==> config.mk <==
export PLATFORM = sky130hd
export DESIGN_NAME = serial_subtractor
export DESIGN_NICKNAME = d
export VERILOG_FILES = /design/src/rtl/serial_subtractor.sv
export SDC_FILE = /design/constraint.sdc
export NUM_CORES = 1
export LEC_CHECK = 0
export ABC_AREA = 1
export CAP_MARGIN = 15
export CORE_MARGIN = 2
export CORE_UTILIZATION = 24
export CTS_BUF_LIST = sky130_fd_sc_hd__clkbuf_2
export DETAILED_ROUTE_END_ITERATION = 8
export HOLD_SLACK_MARGIN = 0.06
export PLACE_DENSITY = 0.46
export SYNTH_ARGS = -nofsm -noshare
export SYNTH_HDL_FRONTEND = slang
export SYNTH_SLANG_ARGS = --single-unit
==> constraint.sdc <==
create_clock -name clk -period 2.66 [get_ports clk]
set_input_delay 0.532 -clock clk [delete_from_list [all_inputs] [get_ports clk]]
set_output_delay 0.532 -clock clk [all_outputs]
set_load 0.005 [all_outputs]
==> src/rtl/serial_subtractor.sv <==
// Bit-serial subtractor: DIFF = A - B - Bin, LSB first, one bit per clock,
// built around a single full-subtractor cell and a registered borrow.
module serial_subtractor #(
    parameter int WIDTH = 8
) (
    input  logic             clk,
    input  logic             rst_n,
    input  logic             start,
    input  logic [WIDTH-1:0] A,
    input  logic [WIDTH-1:0] B,
    input  logic             Bin,
    output logic             busy,
    output logic             done,
    output logic [WIDTH-1:0] DIFF,
    output logic             Bout
);

    localparam int CNT_W = (WIDTH > 1) ? $clog2(WIDTH) : 1;
    localparam logic [CNT_W-1:0] CNT_LAST = CNT_W'(WIDTH - 1);

    localparam logic [1:0] ST_IDLE  = 2'd0;
    localparam logic [1:0] ST_SHIFT = 2'd1;
    localparam logic [1:0] ST_DONE  = 2'd2;

    function automatic logic fs_diff(input logic a, input logic b, input logic bi);
        return a ^ b ^ bi;
    endfunction

    function automatic logic fs_borrow(input logic a, input logic b, input logic bi);
        return (~a & b) | (~(a ^ b) & bi);
    endfunction

    logic [1:0]       state_r;
    logic [1:0]       state_nxt_s;
    logic [WIDTH-1:0] a_sh_r;
    logic [WIDTH-1:0] b_sh_r;
    logic [WIDTH-1:0] res_sh_r;
    logic             brw_r;
    logic [CNT_W-1:0] cnt_r;
    logic [WIDTH-1:0] diff_r;
    logic             bout_r;

    logic             d_s;
    logic             brw_nxt_s;
    logic [WIDTH:0]   res_ext_s;
    logic [WIDTH-1:0] res_nxt_s;
    logic             last_bit_s;
    logic             accept_s;

    // Full-subtractor cell and the shifted-in result word
    always_comb begin
        d_s        = fs_diff(a_sh_r[0], b_sh_r[0], brw_r);
        brw_nxt_s  = fs_borrow(a_sh_r[0], b_sh_r[0], brw_r);
        res_ext_s  = {d_s, res_sh_r};
        res_nxt_s  = res_ext_s[WIDTH:1];
        last_bit_s = (cnt_r == CNT_LAST);
        accept_s   = start && ((state_r == ST_IDLE) || (state_r == ST_DONE));
    end

    // Next-state decode; start is only honoured from IDLE or DONE
    always_comb begin
        state_nxt_s = state_r;
        case (state_r)
            ST_IDLE: begin
                if (accept_s) begin
                    state_nxt_s = ST_SHIFT;
                end else begin
                    state_nxt_s = ST_IDLE;
                end
            end
            ST_SHIFT: begin
                if (last_bit_s) begin
                    state_nxt_s = ST_DONE;
                end else begin
                    state_nxt_s = ST_SHIFT;
                end
            end
            ST_DONE: begin
                if (accept_s) begin
                    state_nxt_s = ST_SHIFT;
                end else begin
                    state_nxt_s = ST_IDLE;
                end
            end
            default: state_nxt_s = ST_IDLE;
        endcase
    end

    // State register
    always_ff @(posedge clk or negedge rst_n) begin
        if (!rst_n) begin
            state_r <= ST_IDLE;
        end else begin
            state_r <= state_nxt_s;
        end
    end

    // Operand capture and per-bit shifting
    always_ff @(posedge clk or negedge rst_n) begin
        if (!rst_n) begin
            a_sh_r   <= '0;
            b_sh_r   <= '0;
            res_sh_r <= '0;
            brw_r    <= 1'b0;
            cnt_r    <= '0;
        end else if (accept_s) begin
            a_sh_r   <= A;
            b_sh_r   <= B;
            res_sh_r <= '0;
            brw_r    <= Bin;
            cnt_r    <= '0;
        end else if (state_r == ST_SHIFT) begin
            a_sh_r   <= a_sh_r >> 1;
            b_sh_r   <= b_sh_r >> 1;
            res_sh_r <= res_nxt_s;
            brw_r    <= brw_nxt_s;
            // Saturate at the last index so WIDTH = 1 never wraps
            if (!last_bit_s) begin
                cnt_r <= cnt_r + CNT_W'(1);
            end else begin
                cnt_r <= cnt_r;
            end
        end else begin
            a_sh_r   <= a_sh_r;
            b_sh_r   <= b_sh_r;
            res_sh_r <= res_sh_r;
            brw_r    <= brw_r;
            cnt_r    <= cnt_r;
        end
    end

    // Result commit; old result stays visible while the next one is built
    always_ff @(posedge clk or negedge rst_n) begin
        if (!rst_n) begin
            diff_r <= '0;
            bout_r <= 1'b0;
        end else if ((state_r == ST_SHIFT) && last_bit_s) begin
            diff_r <= res_nxt_s;
            bout_r <= brw_nxt_s;
        end else begin
            diff_r <= diff_r;
            bout_r <= bout_r;
        end
    end

    assign busy = (state_r == ST_SHIFT);
    assign done = (state_r == ST_DONE);
    assign DIFF = diff_r;
    assign Bout = bout_r;

endmodule
### Word level (Yosys, flattened, before mapping)

Cells that the tools add are included.

| word-level totals | value |
|---|---|
| register bits after elaboration | 39 |
| input bits | 20 |
| logic and storage cells | 41 |

| operators by class | value |
|---|---|
| $add $sub $neg | 1 |
| equality and inequality tests | 4 |
| mux-type cells | 14 |
| bitwise logic cells | 7 |
| reductions and logical operators | 7 |

Operators with widths:

| cell | number |
|---|---|
| $mux 8 | 6 |
| $mux 3 | 3 |
| $pmux 2 s2 | 1 |
| $add 3x1->3 const B | 1 |
| $eq 3x3->1 const B | 1 |
| $mux 1 | 3 |
| $and 1x1->1 | 2 |
| $eq 2x1->1 const B | 1 |
| $eq 2x2->1 const B | 1 |
| $logic_and 1x1->1 | 2 |
| $logic_not 2->1 | 1 |
| $mux 2 | 1 |
| $ne 2x1->1 const B | 1 |
| $not 1->1 | 2 |
| $reduce_and 2->1 | 1 |
| $reduce_bool 2->1 | 1 |
| $reduce_or 2->1 | 1 |
| $xor 1x1->1 | 2 |
| $logic_or 1x1->1 | 1 |
| $or 1x1->1 | 1 |

### Depth between registers and ports, before layout

| logic depth | value |
|---|---|
| word-level depth | 6 |
| mapped depth | 8 |
| mapped depth without buffers | 7 |

### Worst setup path after synthesis

No wires, ideal clock.

| path | value |
|---|---|
| path kind | reg2out |
| from | reg state_r[0] |
| to | out busy |
| arrival | 785 ps |
| data required time | 2128 ps |
| path slack | 1343 ps |
| cell stages (with the launch flop) | 5 |
| path buffers | 2 |
| path through | dfrtp_1 buf_6 inv_4 nor2_4 buf_4 |

| between the ends | value |
|---|---|
| longest elaborated chain between the ends | 1 |

RTL lines:

| what | line | RTL |
|---|---|---|
| from (decl) | 33 | `logic [1:0] state_r;` |
| from (signal assigned) | 94 | `state_r <= state_nxt_s;` |
| $eq 2x1->1 | 146 | `assign busy = (state_r == ST_SHIFT);` |
| to (decl) | 12 | `output logic busy,` |

Every way passes these cells.

### Worst setup path after layout

| path | value |
|---|---|
| from | reg state_r[1] |
| to | out done |

| between the ends | value |
|---|---|
| longest elaborated chain between the ends | 1 |

RTL lines:

| what | line | RTL |
|---|---|---|
| $eq 2x2->1 | 147 | `assign done = (state_r == ST_DONE);` |
| to (decl) | 13 | `output logic done,` |

Every way passes these cells.

==> out/metrics.csv <==
metric;value;unit
boundaryPins;31;
post_cts_buffers;0;
synth_fa_ha_area_share;2.47;%
overflow;0;
synth_compound_area_share;5.77;%
worstHoldPathType;input port to async pin;
status;completed;
vias;1425;
drv_cap;0;
powerDensity;1070;nW/um^2
yosysUniqueCellTypes;17;
fin_tns_setup;0;ns
worstPathRequired;2.13;ns
cts_tree;yes;
synthCells;219;
holdWs;0.214;ns
fin_cells;350;
path_clk_slew;0.20;ns
synth-seq-cells;38;
dp_hpwl;2600;um
fmax;467;MHz
die_h;91.1;um
startpoint;state_r[1]$_DFF_PN0_;
hold_viol;0;
grt_pass1_wl;6770;um
grt_max_degree;39;
synth_top_family_by_area;simple AND/OR/NAND/NOR gates;
rows;31;
die_area;8300;um^2
drtIter0Drc;63;
synth_area;1820;um^2
worst_slew_pin_slew;0.877;ns
cts_sinks;38;
remaining_drc_errors;0;
dp.cells;343;
viasPerCell;4.07;
ir_worst_vdd;0.281;mV
dieWidth;91.1;um
drt-total-wl;3900;um
wl_per_cell;11.1;um
synth_xor_area_share;0;%
core;7290;um^2
min_period;2.14;ns
setup.worst_path.start_class;flop;
rr_worst_depth;7;
avgSynthCellArea;8.31;um^2
yosysTopAreaCell;dfrtp_1;
power.leakage;1.18;nW
synth_area_leaders;dfrtp_1 52%, nand2_1 20%, inv_1 6.0%;
cts_made_buffers;5;
fin_skew;0.0165;ns
grt_usage;10.4;%
h-tree-depth;2;
crit_fanout;2;
syn_to_final_growth;24.0;%
post-route-period-util;80.5;%
insertion_delay;0.40;ns
antenna_cells;0;
reg2reg_from;cnt_r[0]$_DFFE_PN0P_;
endpoint_kind;output pin;
rsz0062_at_grt;false;
syn_nets;242;
firstDrtPassIters;4;
endpoint;done;
setup_viol;0;
cts-root-buf;clkbuf_2;
worstSetupPathType;flop to output pin;
relSlewSlack;41.5;%
muxShareOfSynthArea;0;%
io_buffers;30;
layout.nets;274;
antenna_left;0;
ys_warn_count;0;
cts_hold_buffers;0;
synth-simple-area-share;29.3;%
cts_max_path_buffers;2;
finalMaxSlewViolations;0;
yosysSeqAreaShare;52.2;%
first_global_vias;1373;
r2r_end;cnt_r[1]$_DFFE_PN0P_;
drive_above_1_share;10.4;%
antenna_found_initial;0;
synth_top_area_share;52.2;%
cts_resized;0;
reg2reg_slack;1.24;ns
gp_congestion;0.704;
initial_core_util;25.0;%
timing.critical_path.arrival;1.61;ns
## report_power, final
group / internal (mW) / switching, mW / total [mW]
logic: 0.469 / 0.604 / 1.07
registers: 0.848 / 0.145 / 0.992
clock network: 0.151 / 0.196 / 0.347
## cells by family after synthesis
family	after synthesis
and+or+nand+nor	124
buffers and inverters	39
adders and majority gates	3
AOI/OAI and AO/OA	15
DFF	38
## cells in the mapped netlist, drive strengths merged
cell type and number:
buf 8, dfrtp 38, fa 1, ha 2
inv 31, nand2 99, nand3 21, nand4 1
nor2 3, o21ai 15
## worst max-delay path: stages (launching register included)
cell             delay (ns)
dfrtp_1                0.45
inv_1                  0.07
nor2_1                 0.16
clkdlybuf4s50_1        0.53
## flip-flops by register name, summed over array words and instances (netlist names)
| name | count |
|---|---|
| DIFF | 8 |
| state_r | 2 |
| b_sh_r | 8 |
| cnt_r | 3 |
| res_sh_r | 7 |
| Bout | 1 |
| a_sh_r | 8 |
| brw_r | 1 |
## cell type report
cell class | count | area (um^2)
well taps | 99 | 124
inverters | 31 | 121
repair buffers | 33 | 318
clock buffers | 5 | 25.0
multi-input cells | 142 | 684
clock inverters | 2 | 33.8
fillers | 836 | 5030
flip-flops and latches | 38 | 951
## worst min path at each step
| stage | from | to | slack (ns) |
|---|---|---|---|
| after global routing | rst_n | DIFF[1]$_DFFE_PN0P_ | 0.24 |
| final | rst_n | DIFF[1]$_DFFE_PN0P_ | 0.21 |
| after detailed placement | a_sh_r[2]$_DFFE_PN0P_ | a_sh_r[2]$_DFFE_PN0P_ | 0.46 |
| after CTS | rst_n | DIFF[1]$_DFFE_PN0P_ | 0.23 |
| after global placement | a_sh_r[5]$_DFFE_PN0P_ | a_sh_r[5]$_DFFE_PN0P_ | 0.46 |
| after floorplan | rst_n | Bout$_DFFE_PN0P_ | 0.24 |
## per-layer routing
layer	GRT usage (%)	part of all wire (%)
met1	13.7	49
met2	16.2	44
met3	2.90	5.5
met4	4.17	1.5
met5	0	0
## metrics by stage
step                      total power, mW  cell area [um^2]  worst slack, ns  util, %
after floorplan                      1.76              1820             1.34        -
after global placement               2.08              2200            0.819     30.1
after detailed placement             2.11              2200            0.790     30.1
final                                2.41              2260            0.519     31.0
after CTS                            2.47              2260            0.480     31.0
after global routing                 2.68              2260            0.360     31.0
## cell usage in the layout, fill, tap and decap left out, drive strengths merged
cell type / Yosys / routed
nand4: 1 / 1
clkdlybuf4s50: 0 / 29
buf: 8 / 4
o21ai: 15 / 15
nor2: 3 / 3
clkbuf: 0 / 5
ha: 2 / 2
dfrtp: 38 / 38
nand3: 21 / 21
nand2: 99 / 99
bufinv: 0 / 1
clkinv: 0 / 1
fa: 1 / 1
inv: 31 / 31
Note: power is estimated with default switching activity, not from simulation.
==> variant 1 (same flow settings) <==
The parameter `WIDTH` goes from 8 to 16.
--- a/src/rtl/serial_subtractor.sv
+++ b/src/rtl/serial_subtractor.sv
@@ -1,7 +1,7 @@
 // Bit-serial subtractor: DIFF = A - B - Bin, LSB first, one bit per clock,
 // built around a single full-subtractor cell and a registered borrow.
 module serial_subtractor #(
-    parameter int WIDTH = 8
+    parameter int WIDTH = 16
 ) (
     input  logic             clk,
     input  logic             rst_n,
Interface: changed (resized A, B and DIFF); port bits go from 31 to 55. The function was not compared with the original's and may differ.
==> variant 1 against the original RTL <==
- area after synthesis increased by 71%
- synthesized cell count increased by 59%
- worst setup slack got worse by 0.12 ns
- first-iteration DRC count increased by 110%
- cell area increased by 70%
- sequential cell count increased by 33
- clock skew increased by 0.0099 ns
- combinational power increased by 45%
- routed wire length increased by 82%
- die area increased by 67%
- register-to-register slack got worse by 0.24 ns
- total power increased by 61%
- critical path type unchanged
- highest routed layer unchanged
==> variant 1: results (changes against the original RTL) <==
* Status: complete, no violations
* # diodes at 1 (+1)
* Fraction of standard cell area in multi-input logic at 28.1% (-2.2 points)
* CTS H-Tree Depth at 3 (+1)
* Initial antenna violation count at 1 (+1)
* Nets@finish at 437 (+59%)
* Clk_skew at 0.0264 ns (+0.00990 ns)
* # clock sinks at 71 (+87%)
* Detailed Route Iter0 Violations at 132 (+110%)
* Post-synthesis cell type count at 28 (+11)
* R2R Setup Slk at 1.00 ns (-0.24 ns)
* Reg2reg path depth at 6 (-1)
* Max Fclk at 441 MHz (-5.5%)
* Critical path arrival at 1.73 ns (+0.12 ns)
* Fillers at 1405 (+68%)
* Rel. slew slack at 38.3% (-3.3 points)
* Non-clk invs at 28 (-9.7%)
* Final HPWL DP at 4550 µm (+75%)
* Vias in the first global route at 2427 (+77%)
* CP max FO at 3 (+1)
* Bufs w/o clock at 58 (+76%)
* Met3 Use GR at 2.52% (-0.39 points)
* Total track usage at 11.0% (+0.53 points)
* Final RePlAce weighted congestion at 0.693 (-1.6%)
* Peak VDD IR at 0.261 mV (-7.0%)
* Met3 Routed Length at 240 µm (+12%)
* Quantity of I/O buffers inserted on ports at 54 (+80%)
* FF-to-FF Start: state_r[1]
* Cell Int Power at 2.37 mW (+62%)
* Drt wl/cell at 12.3 µm (+11%)
* Global-route wire length before repair at 12200 µm (+81%)
* Crit path to: busy
* Cell Area, Placed at 3750 µm² (+70%)
* Routed wl met2 at 3340 µm (+96%)
* Clock latency on the worst-skew pair at 0.50 ns (+0.10 ns)
* Clock buf/inv share at 2.19% (-0.42 points)
* Synth Area in XOR/XNOR at 0.282% (+0.28 points)
* Synth Area in Compound Gates at 13.5% (+7.7 points)
* Reg-to-reg endpoint: b_sh_r[9]
* Area contributors post-synth: dfrtp_1, nand2_1, o21ai_0
* Met2 global-route usage at 17.4% (+1.2 points)
* Post-synthesis adder-cell area fraction at 1.05% (-1.4 points)
* Final non-filler cell area at 3830 µm² (+70%)
* Synth top cells by count: nand2_1, dfrtp_1, o21ai_0
* Post-Syn Area per Cell at 8.92 µm² (+7.3%)
variant 1: changes by cell type after synthesis, moves of 13 or more:
cell	unedited run	this run
dfrtp_1	38	71
nand2_1	95	128
o21ai_0	7	28
o21ai_1	0	21
nand3_1	21	2
o22ai_1	0	13
variant 1: through the flow:
stage                     instances  hold slack [ns]  power [mW]
after global routing            577            0.142        4.29
after CTS                       576            0.114        3.97
after detailed placement        560            0.463        3.44
final                           577            0.128        3.90
after global placement          560            0.463        3.41
after floorplan                 348            0.236        2.88
variant 1: power groups by stage:
| stage | Combinational, mW | Clock, mW | Sequential, mW |
|---|---|---|---|
| floorplan | 1.07 | 0 | 1.82 |
| finish | 1.55 | 0.514 | 1.83 |
| CTS | 1.58 | 0.543 | 1.84 |
| global route | 1.80 | 0.581 | 1.91 |
| detailed placement | 1.57 | 0 | 1.87 |
| global placement | 1.56 | 0 | 1.85 |
==> variant 2 (same flow settings) <==
Made on the original files. Register the outputs `busy` and `done`, with the module's reset; this adds one clock of latency there. The other outputs are not delayed to match.
--- a/src/rtl/serial_subtractor.sv
+++ b/src/rtl/serial_subtractor.sv
@@ -143,8 +143,15 @@
         end
     end
 
-    assign busy = (state_r == ST_SHIFT);
-    assign done = (state_r == ST_DONE);
+    always_ff @(posedge clk or negedge rst_n) begin
+        if (!rst_n) begin
+            busy <= '0;
+            done <= '0;
+        end else begin
+            busy <= (state_r == ST_SHIFT);
+            done <= (state_r == ST_DONE);
+        end
+    end
     assign DIFF = diff_r;
     assign Bout = bout_r;
 
Formal check against the unedited RTL: not equivalent (a bounded check fails within 4 cycles, from zero or initial values and one cycle with rst_n low).
==> variant 2 against the original RTL <==
- cell area is 3.4% higher
- sequential cell count is 2 higher
- routed wire length is 4.7% lower
- synthesized cell count up 0.91%
- die area grew 2.6%
- total power grew 1.7%
- worst setup slack gained 0.30 ns
- via count is 0.49% higher
- clock power is 9.2% higher
- area after synthesis increased by 2.7%
==> variant 2: results (changes against the original RTL) <==
* Vias in the first global route at 1359 (-1.0%)
* Worst-path clk slew at 0.24 ns (+0.04 ns)
* Total track usage at 9.69% (-0.73 points)
* Final HPWL DP at 2630 µm (+1.3%)
* Post-synthesis cell type count at 17 (unchanged)
* # diodes at 0 (unchanged)
* Nets@finish at 277 (+1.1%)
* Prevailing post-synth register cell: dfrtp_1
* Layout cell share with drive strength beyond 1 at 11.0% (+0.62 points)
* Detailed Route Iter0 Violations at 70 (+11%)
* Area contributors post-synth: dfrtp_1, nand2_1, inv_1
* Hold Crit Class: reg2reg
* Clk_skew at 0.0268 ns (+0.0103 ns)
* FF-to-FF Start: state_r[0]
* Syn Nets at 244 (+0.83%)
* Slowest stage delay, CP at 0.50 ns (-0.03 ns)
* Critical path arrival at 1.31 ns (-0.30 ns)
* Clk buf depth at 2 (unchanged)
* Synth top cells by count: nand2_1, dfrtp_1, inv_1
* Initial antenna violation count at 0 (unchanged)
* Top Family by Delay on Critical Path: buffers and inverters
* Ys async rst share at 100% (unchanged)
* Maximum number of pins on one net before global-route repair at 26 (-33%)
* Hold wc startpoint: b_sh_r[4]
* Global-route wire length before repair at 6530 µm (-3.6%)
* Top routing layer in use: met4
* Final RePlAce weighted congestion at 0.681 (-3.3%)
* Top cell type by total area after synthesis: dfrtp_1
* Reg-to-reg endpoint: a_sh_r[3]
* Met3 Routed Length at 163 µm (-24%)
* Num CTS Buffers at 5 (unchanged)
* R2R Setup Slk at 1.05 ns (-0.19 ns)
* Min-Delay Endpoint: b_sh_r[4]
* Fillers at 816 (-2.4%)
* Status: complete, no violations
* Via density at 4.01 (-1.5%)
* Routed wl met2 at 1700 µm (-0.59%)
* Register area share after synthesis at 53.5% (+1.3 points)
* Hold slack at 0.500 ns (+0.286 ns)
* Met1 Routed Length at 1810 µm (-5.2%)
* Peak VDD IR at 0.250 mV (-11%)
* Period utilization at 69.3% (-11 points)
* Pleak at 1.21 nW (+3.1%)
* Rel. slew slack at 54.7% (+13 points)
* Reg2reg path depth at 6 (-1)
* YS warnings at 0 (unchanged)
* Post-Route WL at 3710 µm (-4.7%)
==> variant 2: power by group <==
part	leakage, nW	internal [mW]	switching, mW	total (mW)
Clock	0.0431	0.162	0.216	0.379
Sequential	0.496	0.884	0.175	1.06
Combinational	0.673	0.458	0.556	1.01
==> variant 2: worst reg2reg max path: cells and delay by family, from the launching register on <==
kind | cells | cell delay, ns
buf+inv | 2 | 0.27
flops | 1 | 0.82
simple gates | 4 | 0.48
==> variant 2: kinds of logic after synthesis <==
group / Yosys count / synth area share [%]
flops: 40 / 53.5
buf+inv: 39 / 9.90
simple gates: 124 / 28.6
compound gates: 15 / 5.62
fa+ha+maj: 3 / 2.41
==> variant 2: routing by layer <==
| layer | vias to the layer above | GRT usage (%) |
|---|---|---|
| met4 | 0 | 3.36 |
| li1 | 736 | - |
| met5 | - | 0 |
| met1 | 664 | 13.3 |
| met2 | 28 | 14.5 |
| met3 | 4 | 2.88 |
==> variant 2: through the flow <==
step / cells / instance area, µm² / worst slack [ns]
4_1_cts: 357 / 2330 / 0.768
6_report: 357 / 2330 / 0.815
2_1_floorplan: 221 / 1870 / 1.42
3_5_place_dp: 348 / 2250 / 0.792
3_3_place_gp: 348 / 2250 / 0.840
5_1_grt: 357 / 2330 / 0.701
==> variant 2: cell type report <==
cell class              instances  area, µm²  share of cell area [%]
flip-flops and latches         40       1000                    42.9
multi-input cells             142        684                    29.3
repair buffers                 34        328                    14.0
well taps                     102        128                    5.47
inverters                      31        121                    5.20
clock inverters                 3       47.5                    2.04
clock buffers                   5       25.0                    1.07
==> variant 2: how the worst max path moves through the flow <==
| stage | from | to | slack [ns] | cells past startpoint |
|---|---|---|---|---|
| 2_1_floorplan | cnt_r[0] | cnt_r[0] | 1.42 | 6 |
| 3_3_place_gp | start | b_sh_r[3] | 0.84 | 6 |
| 3_5_place_dp | start | b_sh_r[2] | 0.79 | 6 |
| 4_1_cts | DIFF[3] | DIFF[3] | 0.77 | 1 |
| 5_1_grt | DIFF[4] | DIFF[4] | 0.70 | 1 |
| 6_report | DIFF[3] | DIFF[3] | 0.82 | 1 |
==> variant 2: timing repair <==
item,in CTS,in global routing
endpoints found under the hold margin,13,0
hold buffers,1,0
endpoints found under the setup margin,0,0
